File: config.mk
export PLATFORM = sky130hd
export DESIGN_NAME = serializer_x000
export DESIGN_NICKNAME = d
export VERILOG_FILES = /design/src/rtl/serializer_x000.sv
export SDC_FILE = /design/constraint.sdc
export NUM_CORES = 1
export LEC_CHECK = 0
export ABC_AREA = 0
export CORE_ASPECT_RATIO = 1.5
export CORE_MARGIN = 10
export CORE_UTILIZATION = 57
export DETAILED_ROUTE_END_ITERATION = 10
export GPL_TIMING_DRIVEN = 0
export PLACE_DENSITY = 0.74
export SKIP_LAST_GASP = 1
export SYNTH_ARGS = -nofsm -noshare
export SYNTH_HDL_FRONTEND = slang
export SYNTH_SLANG_ARGS = --single-unit
File: constraint.sdc
create_clock -name clk -period 3.2 [get_ports clk]
set_input_delay 0.8 -clock clk [delete_from_list [all_inputs] [get_ports clk]]
set_output_delay 0.8 -clock clk [all_outputs]
set_load 0.02 [all_outputs]
File: src/rtl/serializer_x000.sv
// Parallel-to-serial feeder for the "000" detector: a small word FIFO drains into a
// bit shifter that drives x one bit per clock and holds IDLE_BIT when nothing is pending.
module serializer_x000 #(
    parameter int WIDTH     = 8,
    parameter int DEPTH     = 4,
    parameter int MSB_FIRST = 1,
    parameter int IDLE_BIT  = 1
) (
    input  logic                     clk,
    input  logic                     reset,
    input  logic [WIDTH-1:0]         data_in,
    input  logic                     load,
    output logic                     ready,
    output logic                     x,
    output logic                     x_valid,
    output logic                     busy,
    output logic [$clog2(DEPTH):0]   count
);

    localparam int PTR_W = $clog2(DEPTH);
    localparam int CNT_W = PTR_W + 1;
    localparam int IDX_W = (WIDTH > 1) ? $clog2(WIDTH) : 1;

    localparam logic [CNT_W-1:0] DEPTH_C  = CNT_W'(DEPTH);
    localparam logic [IDX_W-1:0] LAST_IDX = IDX_W'(WIDTH - 1);

    typedef enum logic {
        S_IDLE,
        S_SHIFT
    } state_t;

    logic [WIDTH-1:0] mem_q [DEPTH];
    logic [PTR_W-1:0] wr_ptr_q, wr_ptr_d;
    logic [PTR_W-1:0] rd_ptr_q, rd_ptr_d;
    logic [CNT_W-1:0] count_q, count_d;
    state_t           state_q, state_d;
    logic [WIDTH-1:0] sreg_q, sreg_d;
    logic [IDX_W-1:0] idx_q, idx_d;
    logic             x_q, x_d;
    logic             x_valid_q, x_valid_d;
    logic             busy_q, busy_d;
    logic             push, pop;

    assign ready   = (count_q < DEPTH_C);
    assign count   = count_q;
    assign x       = x_q;
    assign x_valid = x_valid_q;
    assign busy    = busy_q;

    always_comb begin
        push      = load && ready;
        // Pop uses the registered count, so a word written this edge is never bypassed.
        pop       = (count_q != '0) && ((state_q == S_IDLE) || (idx_q == LAST_IDX));
        wr_ptr_d  = wr_ptr_q;
        rd_ptr_d  = rd_ptr_q;
        count_d   = count_q;
        state_d   = state_q;
        sreg_d    = sreg_q;
        idx_d     = idx_q;
        x_d       = 1'(IDLE_BIT);
        x_valid_d = 1'b0;
        busy_d    = 1'b0;

        if (push) begin
            wr_ptr_d = wr_ptr_q + 1'b1;
        end
        if (pop) begin
            rd_ptr_d = rd_ptr_q + 1'b1;
        end
        case ({push, pop})
            2'b10:   count_d = count_q + 1'b1;
            2'b01:   count_d = count_q - 1'b1;
            default: count_d = count_q;
        endcase

        case (state_q)
            S_IDLE: begin
                if (pop) begin
                    sreg_d  = mem_q[rd_ptr_q];
                    idx_d   = '0;
                    state_d = S_SHIFT;
                end
            end
            S_SHIFT: begin
                if (idx_q == LAST_IDX) begin
                    idx_d = '0;
                    if (pop) begin
                        sreg_d = mem_q[rd_ptr_q];
                    end else begin
                        state_d = S_IDLE;
                    end
                end else begin
                    idx_d = idx_q + 1'b1;
                end
            end
            default: state_d = S_IDLE;
        endcase

        // Outputs are registered: derive them from the state being entered.
        if (state_d == S_SHIFT) begin
            x_valid_d = 1'b1;
            busy_d    = 1'b1;
            x_d       = (MSB_FIRST != 0) ? sreg_d[LAST_IDX - idx_d] : sreg_d[idx_d];
        end
    end

    always_ff @(posedge clk or negedge reset) begin
        if (!reset) begin
            wr_ptr_q  <= '0;
            rd_ptr_q  <= '0;
            count_q   <= '0;
            state_q   <= S_IDLE;
            sreg_q    <= '0;
            idx_q     <= '0;
            x_q       <= 1'(IDLE_BIT);
            x_valid_q <= 1'b0;
            busy_q    <= 1'b0;
        end else begin
            wr_ptr_q  <= wr_ptr_d;
            rd_ptr_q  <= rd_ptr_d;
            count_q   <= count_d;
            state_q   <= state_d;
            sreg_q    <= sreg_d;
            idx_q     <= idx_d;
            x_q       <= x_d;
            x_valid_q <= x_valid_d;
            busy_q    <= busy_d;
        end
    end

    always_ff @(posedge clk) begin
        if (push) begin
            mem_q[wr_ptr_q] <= data_in;
        end
    end

endmodule

Word-level counts from Yosys, hierarchy flattened

Memories as Yosys holds them, arrays and structs flattened.
Cells that the tools add are included.

Latch bits: 0
Register bits: 21
Memory bits (read-only): 0
Input bits: 11
Bits in writable memories: 32
Word-level logic and storage cells: 42
Output and inout port bits: 7
Memories: 1

Reduce and logical (&&, ||, !) cells: 5
Divide/modulo/power cells: 0
$mul: 0
Shifts and indexed selects: 0
Order comparisons: 2
Add/subtract/negate cells: 6
Bitwise operators: 1
Mux-type cells: 16
Eq/ne operators: 3

Memory list:

| memory | depth | width | read ports | clocked after Yosys merged registers in | write ports | line | text |
|---|---|---|---|---|---|---|---|
| mem_q  | 4     | 8     | 1          | 0                                       | 1           | 32   | `logic [WIDTH-1:0] mem_q [DEPTH];` |

Operator list:

| kind                | count |
|---|---|
| $mux 8              | 2 |
| $pmux 8 s2          | 1 |
| $pmux 3 s2          | 2 |
| $mux 1              | 7 |
| $add 3x1->3 const B | 2 |
| $mux 3              | 2 |
| $add 2x1->2 const B | 2 |
| $lt 3x4->1 const B  | 1 |
| $bmux 1 s3          | 1 |
| $eq 3x3->1 const B  | 1 |
| $lt 3x3->1 const B  | 1 |
| $reduce_bool 3->1   | 1 |
| $sub 3x1->3 const B | 1 |
| $sub 3x3->3 const A | 1 |
| $eq 2x1->1 const B  | 1 |
| $eq 2x2->1 const B  | 1 |
| $logic_and 1x1->1   | 2 |
| $pmux 1 s2          | 1 |
| $reduce_bool 2->1   | 1 |
| $logic_or 1x1->1    | 1 |
| $not 1->1           | 1 |

Logic depth before layout (Yosys ltp)

Word-level depth: 9
Gate-level depth with buffers: 11
Mapped depth without buffers: 10

Worst setup path after synthesis

Ideal clock, no wire load.

Path type: register to register
Start point: register idx_q[0]
End point: register count_q[2] (netlist: count[2])
Arrival: 2.205 ns
Stages on the path, launching flop included: 12
Required time: 3.120 ns
Path buffers: 1
Clock period less this slack: 2.285 ns
Setup time: 0.080 ns
Slack: 0.915 ns
Cell sequence: dfrtp_1 ha_1 ha_1 nand2b_1 and2_4 buf_2 ha_1 inv_1 fa_1 xor2_1 nor2_1 xnor2_1

Longest elaborated chain between the ends: 5

Ends and longest elaborated chain:

| element                                         | line | text |
|---|---|---|
| from (decl)                                     | 38   | `logic [IDX_W-1:0] idx_q, idx_d;` |
| from (signal assigned)                          | 124  | `idx_q <= idx_d;` |
| $eq 3x3->1 *                                    | 53   | `pop = (count_q != '0) && ((state_q == S_IDLE) \|\| (idx_q == LAST_IDX));` |
| $logic_or 1x1->1 *                              | 53   |  |
| $logic_and 1x1->1 *                             | 53   |  |
| named net pop                                   | 42   | `logic push, pop;` |
| $eq 2x1->1 or $eq 2x2->1 (tied branches)        | 70   | `case ({push, pop})` |
| $pmux 3 s2 or $reduce_bool 2->1 (tied branches) | -    |  |
| to (signal assigned)                            | 121  | `count_q <= count_d;` |
| to (decl)                                       | 35   | `logic [CNT_W-1:0] count_q, count_d;` |

Mark *: on every way through the listed nets, which the timed path passes. The rest lies on a longest branch.
A chain may end at the register's enable or synchronous reset.

Final worst setup path

Ends and elaborated chain as after synthesis.

==> out/results.tsv <==
stage	metric	value	unit
floorplanning	Ports	18	
synthesis	Syn Area/Cell	16.3	sq um
routing	DR vias	1147	
floorplanning	die width	71.2	microns
routing	routed wire length	3620	microns
clock_network	Root Buffer	clkbuf_8	
sta	minimum clock period	2.51	ns
setup_path	CP startpoint	idx_q[0]$_DFF_PN0_	
global_routing	first-pass GRT wire length	6150	microns
clock_network	TritonCTS Buffers	5	
floorplanning	Die H	96.8	microns
setup_path	crit-path most repeated cell	ha_1	
setup_path	CP Class	reg2reg	
setup_path	family with the most delay on the worst path	adder cells	
power_and_ir_drop	leakage	0.000980	uW
clock_network	htree depth	2	
floorplanning	num rows	27	
setup_path	crit path DAT	2.75	ns
clock_network	Clock Tree Buf Depth	2	
sta	final count of negative-setup-slack endpoints	0	
sta	Fmax achieved	398	MHz
routing	WL met2	1960	microns
global_routing	GR Util All Layers	11.0	%
power_and_ir_drop	Pwr Density	900	nW/um^2
placed_design	placed insts	197	
synthesis	Ys Warns	0	
sta	Sum Neg Setup Slack	0	ns
setup_path	Max FO, Critical Path	10	
clock_network	CTS clock-pin slew for the worst setup and hold paths	0.09	ns
min_path	Worst Hold Launch	sreg_q[5]$_DFF_PN0_	
placed_design	dpl hpwl	2640	microns
setup_path	CP Cell Sequence	ha_1 -> ha_1 -> nand2b_1 -> and2_4 -> buf_2 -> ha_1 -> inv_1 -> fa_1 -> xor2_1 -> nor2_1 -> xnor2_1	
synthesis	post-synthesis cell count	137	
synthesis	Seq/Total Area, Yosys	65.3	%
setup_path	RR Startpoint	idx_q[0]$_DFF_PN0_	
routing	DR iter-0 viols	94	
setup_path	Buf/Inv on CP	2	
routing	antenna-violating nets left	0	
setup_path	Critical Path RT	3.43	ns
placed_design	gpl congestion	0.769	
global_routing	vias in the first global route	1307	
synthesis	synthesized area	2240	sq um
cells_and_area	Nets	180	
synthesis	Mapped Nets	156	
cells_and_area	ant diodes	0	
floorplanning	Die ar.	6890	sq um
min_path	HP Class	reg2reg	
clock_network	TritonCTS Sinks	52	
routing	top routing layer in use	met4	
cells_and_area	area grow syn2layout	14.0	%
cells_and_area	commonest cells after routing, fill and taps aside	edfxtp_1 (32), dfrtp_1 (19), clkdlybuf4s50_1 (17)	
sta	Slew Viols, Final	0	
power_and_ir_drop	Peak supply drop	0.651	mV
global_routing	antenna violations before repair	0	
clock_network	clk_lat worst skew	0.30	ns
global_routing	GRT Residual Overflow	0	
sta	fin crit share	78.6	%
setup_path	Critical Path Slowest Stage Cell	dfrtp_1	
floorplanning	Starting Density	60.2	%
placed_design	Port Buf Inserts	17	
setup_path	crit end category	register	
clock_network	setup bufs post-CTS	0	
routing	detailed-route wire length per cell	17.7	microns
sta	slew at the pin closest to its max-slew limit	0.884	ns
routing	Met3 Wirelength	166	microns
synthesis	flops & latches, synth	52	
sta	RSZ-0062 raised after global routing	false	
clock_network	CTS tree	built	
cells_and_area	leading cell type in the layout, fill and taps excluded	edfxtp_1	
sta	clk_skew	0.00588	ns
setup_path	CP startpoint kind	register	
routing	Vias/cell	5.60	
cells_and_area	layout cell share with drive strength beyond 1	13.0	%
global_routing	maximum number of pins on one net before global-route repair	21	
cells_and_area	final non-filler cell total	205	
clock_network	Hold Buf Count CTS	0	
floorplanning	area of the core	3720	sq um
sta	final hold vios	0	
clock_network	# resized after CTS	0	
run	max-cap viol count	0	
routing	Pre-antenna DRT Iters	4	
sta	Slew headroom	40.9	%
routing	# DRC	0	
run_status	status	finished, final reports clean	
synthesis	Netlist cell types	36	
routing	Routed met1 length	1420	microns
setup_path	Largest stage delay, worst path	0.46	ns
state kept, by name, indices dropped and copies added, names as in the netlist:
name,flops
count,3
x,1
rd_ptr_q,2
idx_q,3
mem_q,32
wr_ptr_q,2
sreg_q,8
busy,1
layer usage:
metal	global-route usage, %	vias up
met5	0	-
met4	5.65	0
met3	3.57	8
met2	18.5	26
met1	11.9	563
li1	-	550
path summary, 6_finish.rpt:
kind                            depth (start not counted)              endpoint  slack, ns
worst min register to register                          1   sreg_q[5]$_DFF_PN0_       0.51
min in group asynchronous                               1  count[2]$_DFFE_PN0P_       0.99
worst max register to register                         11  count[2]$_DFFE_PN0P_       0.69
max in group asynchronous                               1   sreg_q[1]$_DFF_PN0_       1.66
worst max-delay path                                   11  count[2]$_DFFE_PN0P_       0.69
worst min-delay path                                    1   sreg_q[5]$_DFF_PN0_       0.51
power breakdown:
group / leakage [uW] / internal [uW] / total [uW] / switching [uW]
Sequential: 0.000524 / 911 / 1010 / 96.6
Clock: 0.0000414 / 156 / 363 / 207
Combinational: 0.000415 / 466 / 927 / 461
cell type report:
type,instances,area [sq um]
clock buffer,6,72.6
fill,273,1160
timing repair buffer,17,170
inverter,11,41.3
multi-input combinational,69,703
tap,43,53.8
buffer,5,31.3
clock inverter,2,16.3
sequential,52,1460
stage by stage:
stage,hold slack [ns],util (%),total power [uW],instance area [sq um],worst slack [ns]
2_1_floorplan,0.469,-,1680,2240,0.915
3_3_place_gp,0.487,66.3,1890,2460,0.588
3_5_place_dp,0.491,66.3,1960,2460,0.536
4_1_cts,0.518,68.7,2320,2550,0.654
5_1_grt,0.533,68.7,2440,2550,0.539
6_report,0.513,68.7,2300,2550,0.685
synthesized netlist by cell type (all sizes together):
library cell  number  share of area [%]
o21ai              6                1.3
nand2b             3               0.84
and2               5                1.5
xnor2              4                1.6
a211oi             1               0.34
a21oi              2               0.45
mux4               8                9.2
o32a               2               0.89
mux2               6                3.2
a22oi              1               0.34
or3                1               0.50
nor2               1               0.17
xor2               2               0.78
dfstp              1                1.2
inv               11                1.8
buf                3                1.1
o22a               1               0.39
dfrtp             19                 21
mux2i              2               0.89
fa                 1               0.89
a31o               1               0.39
a21boi             1               0.34
clkbuf             2               0.34
nor3               1               0.22
ha                 7                3.9
o31ai              1               0.34
nor2b              3               0.84
o21ba              2               0.89
edfxtp            32                 43
nand2              7                1.2
cell families (layout without fill, tap and decap cells):
logic type	count (synthesis)	count (layout)	share of synthesized area, %
compound gates	18	18	5.70
xor+xnor	6	6	2.35
fa+ha+maj	8	8	4.81
buf+inv	16	41	3.24
flops	52	52	65.3
mux	16	16	13.3
simple gates	21	21	5.25
Power figures use the tool's default switching activity.
